File: src/rtl/ahb3lite_pkg.sv
// Shared AHB-Lite encodings and the DMA read-master state type.
package ahb3lite_pkg;

    typedef enum logic [1:0] {
        IDLE   = 2'b00,
        BUSY   = 2'b01,
        NONSEQ = 2'b10,
        SEQ    = 2'b11
    } HTRANS_state;

    typedef enum logic [2:0] {
        SINGLE = 3'b000,
        INCR   = 3'b001,
        WRAP4  = 3'b010,
        INCR4  = 3'b011,
        WRAP8  = 3'b100,
        INCR8  = 3'b101,
        WRAP16 = 3'b110,
        INCR16 = 3'b111
    } HBURST_Type;

    typedef enum logic {
        OKAY  = 1'b0,
        ERROR = 1'b1
    } HRESP_state;

    localparam logic [2:0] HSIZE_WORD = 3'b010;

    typedef enum logic [2:0] {
        ST_IDLE  = 3'd0,
        ST_XFER  = 3'd1,
        ST_DRAIN = 3'd2,
        ST_ABORT = 3'd3,
        ST_DONE  = 3'd4
    } dma_rd_state;

endpackage

File: src/rtl/ahb_burst_planner.sv
// Decides how the next address beat is issued: continue the burst (SEQ) or
// open a new one (NONSEQ), and which HBURST a newly opened burst advertises.
module ahb_burst_planner
    import ahb3lite_pkg::*;
#(
    parameter int MAX_BEATS = 16,
    parameter int CNT_W     = 5,
    parameter int WORDS_W   = 15
) (
    input  logic [7:0]         i_word_idx,    // address bits [9:2] of the beat
    input  logic [WORDS_W-1:0] i_words_left,  // words still to issue, this one included
    input  logic [CNT_W-1:0]   i_beat_cnt,    // beats already issued in the burst (0 = none)
    output HTRANS_state        o_htrans,
    output HBURST_Type         o_hburst,
    output logic               o_boundary
);

    logic new_burst;
    logic one_beat;

    // A new burst opens at start, at the beat cap, or on a 1 KB boundary; it is
    // a single beat when only one word remains or it sits on the last word before 1 KB.
    always_comb begin
        o_boundary = (i_word_idx == 8'd0);
        new_burst  = (i_beat_cnt == '0) || (i_beat_cnt == CNT_W'(MAX_BEATS)) || o_boundary;
        one_beat   = (i_words_left == WORDS_W'(1)) || (i_word_idx == 8'hFF);
        o_htrans   = new_burst ? NONSEQ : SEQ;
        o_hburst   = one_beat ? SINGLE : INCR;
    end

endmodule

File: src/rtl/ahb_dma_read_master.sv
// AHB-Lite read-only DMA master: fetches ceil(len/4) words from an ascending
// word address with pipelined INCR bursts and streams them to a local sink.
module ahb_dma_read_master
    import ahb3lite_pkg::*;
#(
    parameter int LEN_W     = 16,
    parameter int MAX_BEATS = 16
) (
    input  logic              HCLK,
    input  logic              HRESETn,
    input  logic              i_start,
    input  logic [31:0]       i_src_addr,
    input  logic [LEN_W-1:0]  i_len_bytes,
    output logic              o_busy,
    output logic              o_done,
    output logic              o_error,
    output logic [LEN_W-2:0]  o_beats_done,
    input  logic              HREADY,
    input  HRESP_state        HRESP,
    input  logic [31:0]       HRDATA,
    output logic [31:0]       HADDR,
    output HBURST_Type        HBURST,
    output logic [2:0]        HSIZE,
    output HTRANS_state       HTRANS,
    output logic              HWRITE,
    output logic [31:0]       o_rdata,
    output logic              o_rvalid
);

    localparam int CNT_W   = $clog2(MAX_BEATS) + 1;
    localparam int WORDS_W = LEN_W - 1;

    dma_rd_state        state_q, state_d;
    logic [31:0]        haddr_q, haddr_d;
    HTRANS_state        htrans_q, htrans_d;
    HBURST_Type         hburst_q, hburst_d;
    logic [WORDS_W-1:0] issue_left_q, issue_left_d;  // addresses not yet accepted
    logic [CNT_W-1:0]   beat_cnt_q, beat_cnt_d;      // beats issued in current burst
    logic               dphase_q, dphase_d;          // a data phase is outstanding
    logic               busy_q, busy_d;
    logic               done_q, done_d;
    logic               error_q, error_d;
    logic [WORDS_W-1:0] beats_done_q, beats_done_d;
    logic [31:0]        rdata_q, rdata_d;
    logic               rvalid_q, rvalid_d;

    logic [31:0]        start_addr;
    logic [WORDS_W-1:0] start_words;
    logic [31:0]        next_addr;
    logic [7:0]         plan_idx;
    logic [WORDS_W-1:0] plan_words;
    logic [CNT_W-1:0]   plan_cnt;
    HTRANS_state        plan_htrans;
    HBURST_Type         plan_hburst;
    logic               plan_boundary;
    logic               data_ok;
    logic               data_err_wait;
    logic               data_err_last;

    // Command decode and planner input selection (fresh command vs. next beat).
    always_comb begin
        start_addr  = i_src_addr & 32'hFFFF_FFFC;
        start_words = WORDS_W'(({1'b0, i_len_bytes} + (LEN_W + 1)'(3)) >> 2);
        next_addr   = haddr_q + 32'd4;
        if (state_q == ST_IDLE) begin
            plan_idx   = start_addr[9:2];
            plan_words = start_words;
            plan_cnt   = '0;
        end else begin
            plan_idx   = next_addr[9:2];
            plan_words = issue_left_q - WORDS_W'(1);
            plan_cnt   = beat_cnt_q;
        end
    end

    ahb_burst_planner #(
        .MAX_BEATS (MAX_BEATS),
        .CNT_W     (CNT_W),
        .WORDS_W   (WORDS_W)
    ) u_planner (
        .i_word_idx   (plan_idx),
        .i_words_left (plan_words),
        .i_beat_cnt   (plan_cnt),
        .o_htrans     (plan_htrans),
        .o_hburst     (plan_hburst),
        .o_boundary   (plan_boundary)
    );

    // Next-state logic: address pipeline, data capture and abort handling.
    always_comb begin
        state_d      = state_q;
        haddr_d      = haddr_q;
        htrans_d     = htrans_q;
        hburst_d     = hburst_q;
        issue_left_d = issue_left_q;
        beat_cnt_d   = beat_cnt_q;
        dphase_d     = dphase_q;
        busy_d       = busy_q;
        done_d       = 1'b0;
        error_d      = error_q;
        beats_done_d = beats_done_q;
        rdata_d      = rdata_q;
        rvalid_d     = 1'b0;

        data_ok       = dphase_q && HREADY && (HRESP == OKAY) && (state_q != ST_ABORT);
        data_err_wait = dphase_q && !HREADY && (HRESP == ERROR);
        data_err_last = dphase_q && HREADY && (HRESP == ERROR);

        if (data_ok) begin
            rvalid_d     = 1'b1;
            rdata_d      = HRDATA;
            beats_done_d = beats_done_q + WORDS_W'(1);
        end

        unique case (state_q)
            ST_IDLE: begin
                if (i_start) begin
                    error_d      = 1'b0;
                    beats_done_d = '0;
                    busy_d       = 1'b1;
                    if (start_words != '0) begin
                        haddr_d      = start_addr;
                        htrans_d     = NONSEQ;
                        hburst_d     = plan_hburst;
                        issue_left_d = start_words;
                        beat_cnt_d   = CNT_W'(1);
                        state_d      = ST_XFER;
                    end else begin
                        done_d  = 1'b1;
                        state_d = ST_DONE;
                    end
                end
            end
            ST_XFER: begin
                if (data_err_wait) begin
                    // Withdraw the pending address; the error's second cycle is awaited.
                    htrans_d = IDLE;
                    state_d  = ST_ABORT;
                end else if (data_err_last) begin
                    htrans_d = IDLE;
                    error_d  = 1'b1;
                    done_d   = 1'b1;
                    dphase_d = 1'b0;
                    state_d  = ST_DONE;
                end else if (HREADY) begin
                    dphase_d = 1'b1;
                    if (issue_left_q == WORDS_W'(1)) begin
                        htrans_d = IDLE;
                        state_d  = ST_DRAIN;
                    end else begin
                        haddr_d      = next_addr;
                        issue_left_d = issue_left_q - WORDS_W'(1);
                        htrans_d     = plan_htrans;
                        if (plan_htrans == NONSEQ) begin
                            hburst_d   = plan_hburst;
                            beat_cnt_d = CNT_W'(1);
                        end else begin
                            beat_cnt_d = beat_cnt_q + CNT_W'(1);
                        end
                    end
                end
            end
            ST_DRAIN: begin
                if (data_err_wait) begin
                    state_d = ST_ABORT;
                end else if (data_err_last || data_ok) begin
                    error_d  = data_err_last ? 1'b1 : error_q;
                    done_d   = 1'b1;
                    dphase_d = 1'b0;
                    state_d  = ST_DONE;
                end
            end
            ST_ABORT: begin
                if (HREADY) begin
                    error_d  = 1'b1;
                    done_d   = 1'b1;
                    dphase_d = 1'b0;
                    state_d  = ST_DONE;
                end
            end
            ST_DONE: begin
                busy_d  = 1'b0;
                state_d = ST_IDLE;
            end
            default: begin
                state_d = ST_IDLE;
            end
        endcase
    end

    // State and registered outputs; reset aborts any transfer immediately.
    always_ff @(posedge HCLK or negedge HRESETn) begin
        if (!HRESETn) begin
            state_q      <= ST_IDLE;
            haddr_q      <= '0;
            htrans_q     <= IDLE;
            hburst_q     <= SINGLE;
            issue_left_q <= '0;
            beat_cnt_q   <= '0;
            dphase_q     <= 1'b0;
            busy_q       <= 1'b0;
            done_q       <= 1'b0;
            error_q      <= 1'b0;
            beats_done_q <= '0;
            rdata_q      <= '0;
            rvalid_q     <= 1'b0;
        end else begin
            state_q      <= state_d;
            haddr_q      <= haddr_d;
            htrans_q     <= htrans_d;
            hburst_q     <= hburst_d;
            issue_left_q <= issue_left_d;
            beat_cnt_q   <= beat_cnt_d;
            dphase_q     <= dphase_d;
            busy_q       <= busy_d;
            done_q       <= done_d;
            error_q      <= error_d;
            beats_done_q <= beats_done_d;
            rdata_q      <= rdata_d;
            rvalid_q     <= rvalid_d;
        end
    end

    assign HADDR        = haddr_q;
    assign HTRANS       = htrans_q;
    assign HBURST       = hburst_q;
    assign HSIZE        = HSIZE_WORD;
    assign HWRITE       = 1'b0;
    assign o_busy       = busy_q;
    assign o_done       = done_q;
    assign o_error      = error_q;
    assign o_beats_done = beats_done_q;
    assign o_rdata      = rdata_q;
    assign o_rvalid     = rvalid_q;

endmodule

File: config.mk
export PLATFORM = sky130hd
export DESIGN_NAME = ahb_dma_read_master
export DESIGN_NICKNAME = d
export VERILOG_FILES = /design/src/rtl/ahb3lite_pkg.sv /design/src/rtl/ahb_burst_planner.sv /design/src/rtl/ahb_dma_read_master.sv
export SDC_FILE = /design/constraint.sdc
export NUM_CORES = 1
export LEC_CHECK = 0
export ABC_AREA = 0
export CAP_MARGIN = 10
export CORE_MARGIN = 4
export CORE_UTILIZATION = 50
export DETAILED_ROUTE_END_ITERATION = 10
export PLACE_DENSITY = 0.83
export SYNTH_ARGS = -nofsm -noshare
export SYNTH_HDL_FRONTEND = slang
export SYNTH_HIERARCHICAL = 1
export SYNTH_SLANG_ARGS = --single-unit
File: constraint.sdc
create_clock -name HCLK -period 6.15 [get_ports HCLK]
set_input_delay 1.23 -clock HCLK [delete_from_list [all_inputs] [get_ports HCLK]]
set_output_delay 1.23 -clock HCLK [all_outputs]
set_load 0.02 [all_outputs]
==> flow_summary.toml, run 1 <==
[setup_path]
path_cells = "clkdlybuf4s50_1, nand4_1, nor4_1, xor2_1, nand2_1, o21ai_0, or4_4, nor4_2, a31oi_1, mux2_2"
cp_slowest_cell = "clkdlybuf4s50_1"
rr_startpoint = "state_q[0]$_DFFE_PN0P_"
cp-start-kind = "primary input"
crit-reg2reg-capture = "HBURST[2]$_DFFE_PN0P_"
worstSetupEndpoint = "HBURST[0]$_DFFE_PN0P_"
critPathLaunch = "i_len_bytes[4]"
cp.arrival_ns = 4.09
worstSetupPathType = "primary input to flop"
cpPeakStageDelay_ns = 0.59
crit_path_end_kind = "flop"
worstRegToRegCells = 9
r2r_slack_ns = 2.53
required_ns = 6.39
path_max_fanout = 8

[timing]
period_minus_slack_ns = 3.854
max_freq_ghz = 0.2595
worst_slew_pin_slew_ns = 1.123
skew_ns = 0.01059
hold-worst-slack_ns = 0.4731
report.final.slew_viol_count = 0
period_share_pct = 62.66
setup-tns-final_ns = 0
rsz0062_at_grt = "no"
slew_headroom_pct = 25.15
setup_viol = 0
hold_violations = 0

[pwr]
worst_ir_drop_vdd_mv = 0.3305
power_w = 0.004258
power_leakage_nw = 3.329
p_per_area_nw_per_um2 = 490.1

[clock_tree]
post_cts_buffers = 0
postCtsResizedCells = 0
cts_sinks = 109
cts_tree = "built"
numCtsBuffers = 9
htreeDepth = 3
clk_path_buf_depth = 2
clkSlewWorstSetupHoldPaths_ns = 0.07
clk_latency_ns = 0.36
cts_hold_buffers = 0
cts-root-buf = "clkbuf_16"

[detailed_routing]
drc = 0
met3WireLength_mm = 2.086
dr_wl_met2_mm = 8.977
drt-total-wl_mm = 19.12
top_layer_used = "met4"
dr.pass1.iters = 7
via_count = 6360
postRouteAntennaNets = 0
routed_via_density = 6.151
drt-met1-wl_mm = 7.736
drt-initial-drc-count = 686
wl_per_cell_um = 18.50

[global_route]
grt_pass1_wl_mm = 31.10
overflow = 0
globalRouteTotalUtil_pct = 25.22
grt_pass1_vias = 6329
antenna_found_initial = 0
grt_max_degree = 80

[floorplanning]
io_pins = 177
dieArea_um2 = 15290
start_util_pct = 51.95
dieHeight_um = 123.7
num_rows = 41
die_x_um = 123.7
core_area_um2 = 12880

[place]
port_buffers = 168
dp_hpwl_mm = 13.31
gp_congestion = 0.9085
placed_cells = 1018

[run_status]
status = "complete, no violations"

[cells_and_area]
nNetsFinal = 947
multi_input_comb_area_um2 = 3660
final_util_pct = 67.48
drive_gt1_share_pct = 11.83
areaGrowthSynthToFinish_pct = 29.89
diodes = 0
seq_area_um2 = 2728
fill_cells = 992
fin_cells = 1034

[logic_synthesis]
synth_area_per_cell_um2 = 9.303
syn_inst = 719
ys_warn_count = 6
netlist_area_um2 = 6689

[worst_hold_path]
hold_class = "flop to flop"

[job]
cap_violations = 0
layout make-up:
class	instances	share of cell area [%]
clock buffers	11	2.909
clock inverters	5	0.7344
inverters	10	0.4320
multi-input cells	552	42.12
flip-flops and latches	109	31.39
well taps	172	2.477
repair buffers	175	19.93
layout by cell type (no fill, tap or decap), types with 4 or more instances in the layout:
master / count
buf_4: 8
a211oi_1: 7
nand3_1: 30
nor2_1: 55
o22ai_1: 8
mux2i_1: 4
nor3_1: 18
dfrtp_1: 109
a31oi_1: 9
xnor2_1: 19
nand2_1: 69
a21oi_1: 37
nand4_1: 31
o211ai_1: 4
and4_1: 5
o21ai_0: 38
o31ai_1: 4
nor4_1: 12
clkdlybuf4s50_1: 167
inv_1: 10
o21ai_1: 5
nor4_2: 6
ha_1: 5
xor2_1: 28
nand2b_1: 5
a32o_1: 6
mux2_2: 38
clkbuf_16: 9
conb_1: 9
and3_1: 17
a21oi_2: 13
a22oi_1: 4
nor2b_1: 6
routing by layer:
metal / track usage [%] / up-vias
li1: - / 2914
met1: 32.12 / 3069
met2: 40.05 / 342
met3: 8.946 / 35
met4: 8.374 / 0
met5: 0 / -
worst max-delay path, delay by kind of cell:
family | cells | cell delay, ns
compound gates | 2 | 0.22
xor+xnor | 1 | 0.19
simple gates | 5 | 1.59
mux | 1 | 0.27
buf+inv | 1 | 0.59
sequential cells by signal (all words and copies together), names as in the netlist:
register	cells
HADDR	30
HBURST	3
HTRANS	2
beat_cnt_q	4
dphase_q	1
issue_left_q	15
o_beats_done	15
o_busy	1
o_done	1
o_error	1
o_rdata	32
o_rvalid	1
state_q	3
metrics by stage:
step	instance area, um^2	setup slack [ns]
finish	8688	2.296
global route	8688	2.101
CTS	8688	2.323
detailed placement	8372	1.957
global placement	8372	2.026
floorplan	6708	2.983
how the worst min path moves through the flow:
stage	cells past startpoint	slack, ns	end	start
detailed placement	1	0.47	beat_cnt_q[3]$_DFFE_PN0P_	beat_cnt_q[3]$_DFFE_PN0P_
global placement	1	0.45	beat_cnt_q[3]$_DFFE_PN0P_	beat_cnt_q[3]$_DFFE_PN0P_
global route	1	0.49	beat_cnt_q[3]$_DFFE_PN0P_	beat_cnt_q[3]$_DFFE_PN0P_
floorplan	1	0.44	beat_cnt_q[3]$_DFFE_PN0P_	beat_cnt_q[3]$_DFFE_PN0P_
CTS	1	0.48	beat_cnt_q[3]$_DFFE_PN0P_	beat_cnt_q[3]$_DFFE_PN0P_
finish	1	0.47	beat_cnt_q[3]$_DFFE_PN0P_	beat_cnt_q[3]$_DFFE_PN0P_
power by group:
group	internal (W)	leakage, nW	switching (W)
Sequential	0.00102	1.31	0.000374
Clock	0.000342	0.153	0.000277
Combinational	0.00100	1.86	0.00124
Total	0.00236	3.33	0.00189
Power figures use the tool's default switching activity.
==> run 2, diff against run 1 <==
Settings changed: CORE_UTILIZATION 50 to 45, PLACE_DENSITY 0.83 to 0.79.
Clock period 6.15 ns to 3.11 ns, I/O delays scaled along.
==> run 2 against run 1 <==
Compared with the run above:
- first-iteration DRC count decreased by 48%
- clock skew decreased by 0.0019 ns
- global-route usage decreased by 3.7 points
- combinational power increased by 110%
- non-clock buffer count increased by 40
- critical path type is now flop to flop
- critical path depth increased by 1
- largest power group unchanged
==> flow_summary.toml, run 2 (same netlist as run 1, synthesis figures left out) <==
[run_status]
status = "complete, no violations"

[pwr]
worst_ir_drop_vdd_mv = 0.4402
power_w = 0.008419
power_leakage_nw = 3.527
p_per_area_nw_per_um2 = 934.4

[setup_path]
cp.arrival_ns = 3.15
crit-reg2reg-capture = "HBURST[1]$_DFFE_PN0P_"
cp-start-kind = "flop"
path_max_fanout = 3
crit_path_end_kind = "flop"
r2r_slack_ns = 0.19
worstSetupEndpoint = "HBURST[1]$_DFFE_PN0P_"
critPathLaunch = "HADDR[2]$_DFFE_PN0P_"
rr_startpoint = "HADDR[2]$_DFFE_PN0P_"
worstRegToRegCells = 11
worstSetupPathType = "flop to flop"
required_ns = 3.35

[floorplanning]
core_area_um2 = 14530
die_x_um = 129.9
num_rows = 44
start_util_pct = 46.02
dieArea_um2 = 16880
io_pins = 177
dieHeight_um = 129.9

[global_route]
grt_max_degree = 76
grt_pass1_wl_mm = 29.41
antenna_found_initial = 0
grt_pass1_vias = 6014
globalRouteTotalUtil_pct = 21.50
overflow = 0

[clock_tree]
cts_sinks = 109
post_cts_buffers = 0
clkSlewWorstSetupHoldPaths_ns = 0.07
cts_hold_buffers = 0
numCtsBuffers = 9
htreeDepth = 3
clk_path_buf_depth = 2
postCtsResizedCells = 0
clk_latency_ns = 0.35
cts-root-buf = "clkbuf_16"
cts_tree = "built"

[cells_and_area]
diodes = 0
final_util_pct = 61.99
final_common_cell = "clkdlybuf4s50_1"
largest_register_ffs = 32
fin_cells = 1084
mostFrequentLayoutCells = "clkdlybuf4s50_1, dfrtp_1, nand2_1"
areaGrowthSynthToFinish_pct = 34.70
nNetsFinal = 987
drive_gt1_share_pct = 15.56

[detailed_routing]
postRouteAntennaNets = 0
drt-total-wl_mm = 18.30
dr.pass1.iters = 5
routed_via_density = 5.751
drc = 0
drt-initial-drc-count = 356
via_count = 6234
wl_per_cell_um = 16.89

[timing]
hold_violations = 0
skew_ns = 0.008701
max_freq_ghz = 0.3429
report.final.slew_viol_count = 0
worst_slew_pin_slew_ns = 0.8162
slew_headroom_pct = 45.59
period_minus_slack_ns = 2.916
setup_viol = 0
period_share_pct = 93.77
rsz0062_at_grt = "no"

[place]
gp_congestion = 0.8557
dp_hpwl_mm = 13.05
port_buffers = 168
placed_cells = 1070

[worst_hold_path]
hold_class = "primary input to asynchronous set/reset pin"

[job]
cap_violations = 0
[run 2: stage by stage]
step / setup slack (ns) / hold WS, ns / setup TNS (ns) / instance area (um^2)
floorplan: 0.05856 / 0.3264 / 0 / 6708
finish: 0.1936 / 0.2286 / 0 / 9010
CTS: 0.1731 / 0.2408 / 0 / 9010
global placement: -0.05343 / 0.4574 / -0.05343 / 8725
detailed placement: -0.07957 / 0.4711 / -0.07957 / 8725
global route: 0.08361 / 0.2638 / 0 / 9010
[run 2: cell type report]
cell class | instances | area (um^2)
Clock buffer | 13 | 280.3
Sequential cell | 109 | 2728
Inverter | 10 | 37.54
Timing Repair Buffer | 215 | 2069
Multi-Input combinational cell | 552 | 3660
Fill cell | 1230 | 5524
Clock inverter | 1 | 5.005
Tap cell | 184 | 230.2
[run 2: layer usage]
layer / share of wire, % / GRT usage, % / wire [um]
met1: 43 / 28.56 / 7867
met2: 46 / 34.00 / 8352
met3: 10 / 6.304 / 1828
met4: 1.4 / 6.907 / 255
met5: 0 / 0 / 0
[run 2: how the worst min path moves through the flow]
stage | startpoint | end | slack (ns) | cells past startpoint
finish | HRESETn | HADDR[3]$_DFFE_PN0P_ | 0.23 | 1
global placement | beat_cnt_q[3]$_DFFE_PN0P_ | beat_cnt_q[3]$_DFFE_PN0P_ | 0.46 | 1
global route | HRESETn | HADDR[3]$_DFFE_PN0P_ | 0.26 | 1
detailed placement | beat_cnt_q[3]$_DFFE_PN0P_ | beat_cnt_q[3]$_DFFE_PN0P_ | 0.47 | 1
CTS | HRESETn | HADDR[3]$_DFFE_PN0P_ | 0.24 | 1
floorplan | HRESETn | HADDR[10]$_DFFE_PN0P_ | 0.33 | 0
[run 2: where the power goes]
part / internal, W / leakage, nW / switching [W]
Clock: 0.000622 / 0.144 / 0.000508
Combinational: 0.00213 / 2.07 / 0.00250
Sequential: 0.00202 / 1.31 / 0.000642
Total: 0.00476 / 3.53 / 0.00365
[run 2: worst max-delay path, cell delays in order (launching register included)]
cell and delay (ns):
dfrtp_1 0.38, ha_1 0.21, and3_1 0.22, and3_1 0.22, xnor2_1 0.13, o21ai_0 0.10
or4_1 0.54, nor2_2 0.14, nor2_1 0.06, nand2b_1 0.19, o21ai_2 0.23, mux2_2 0.36
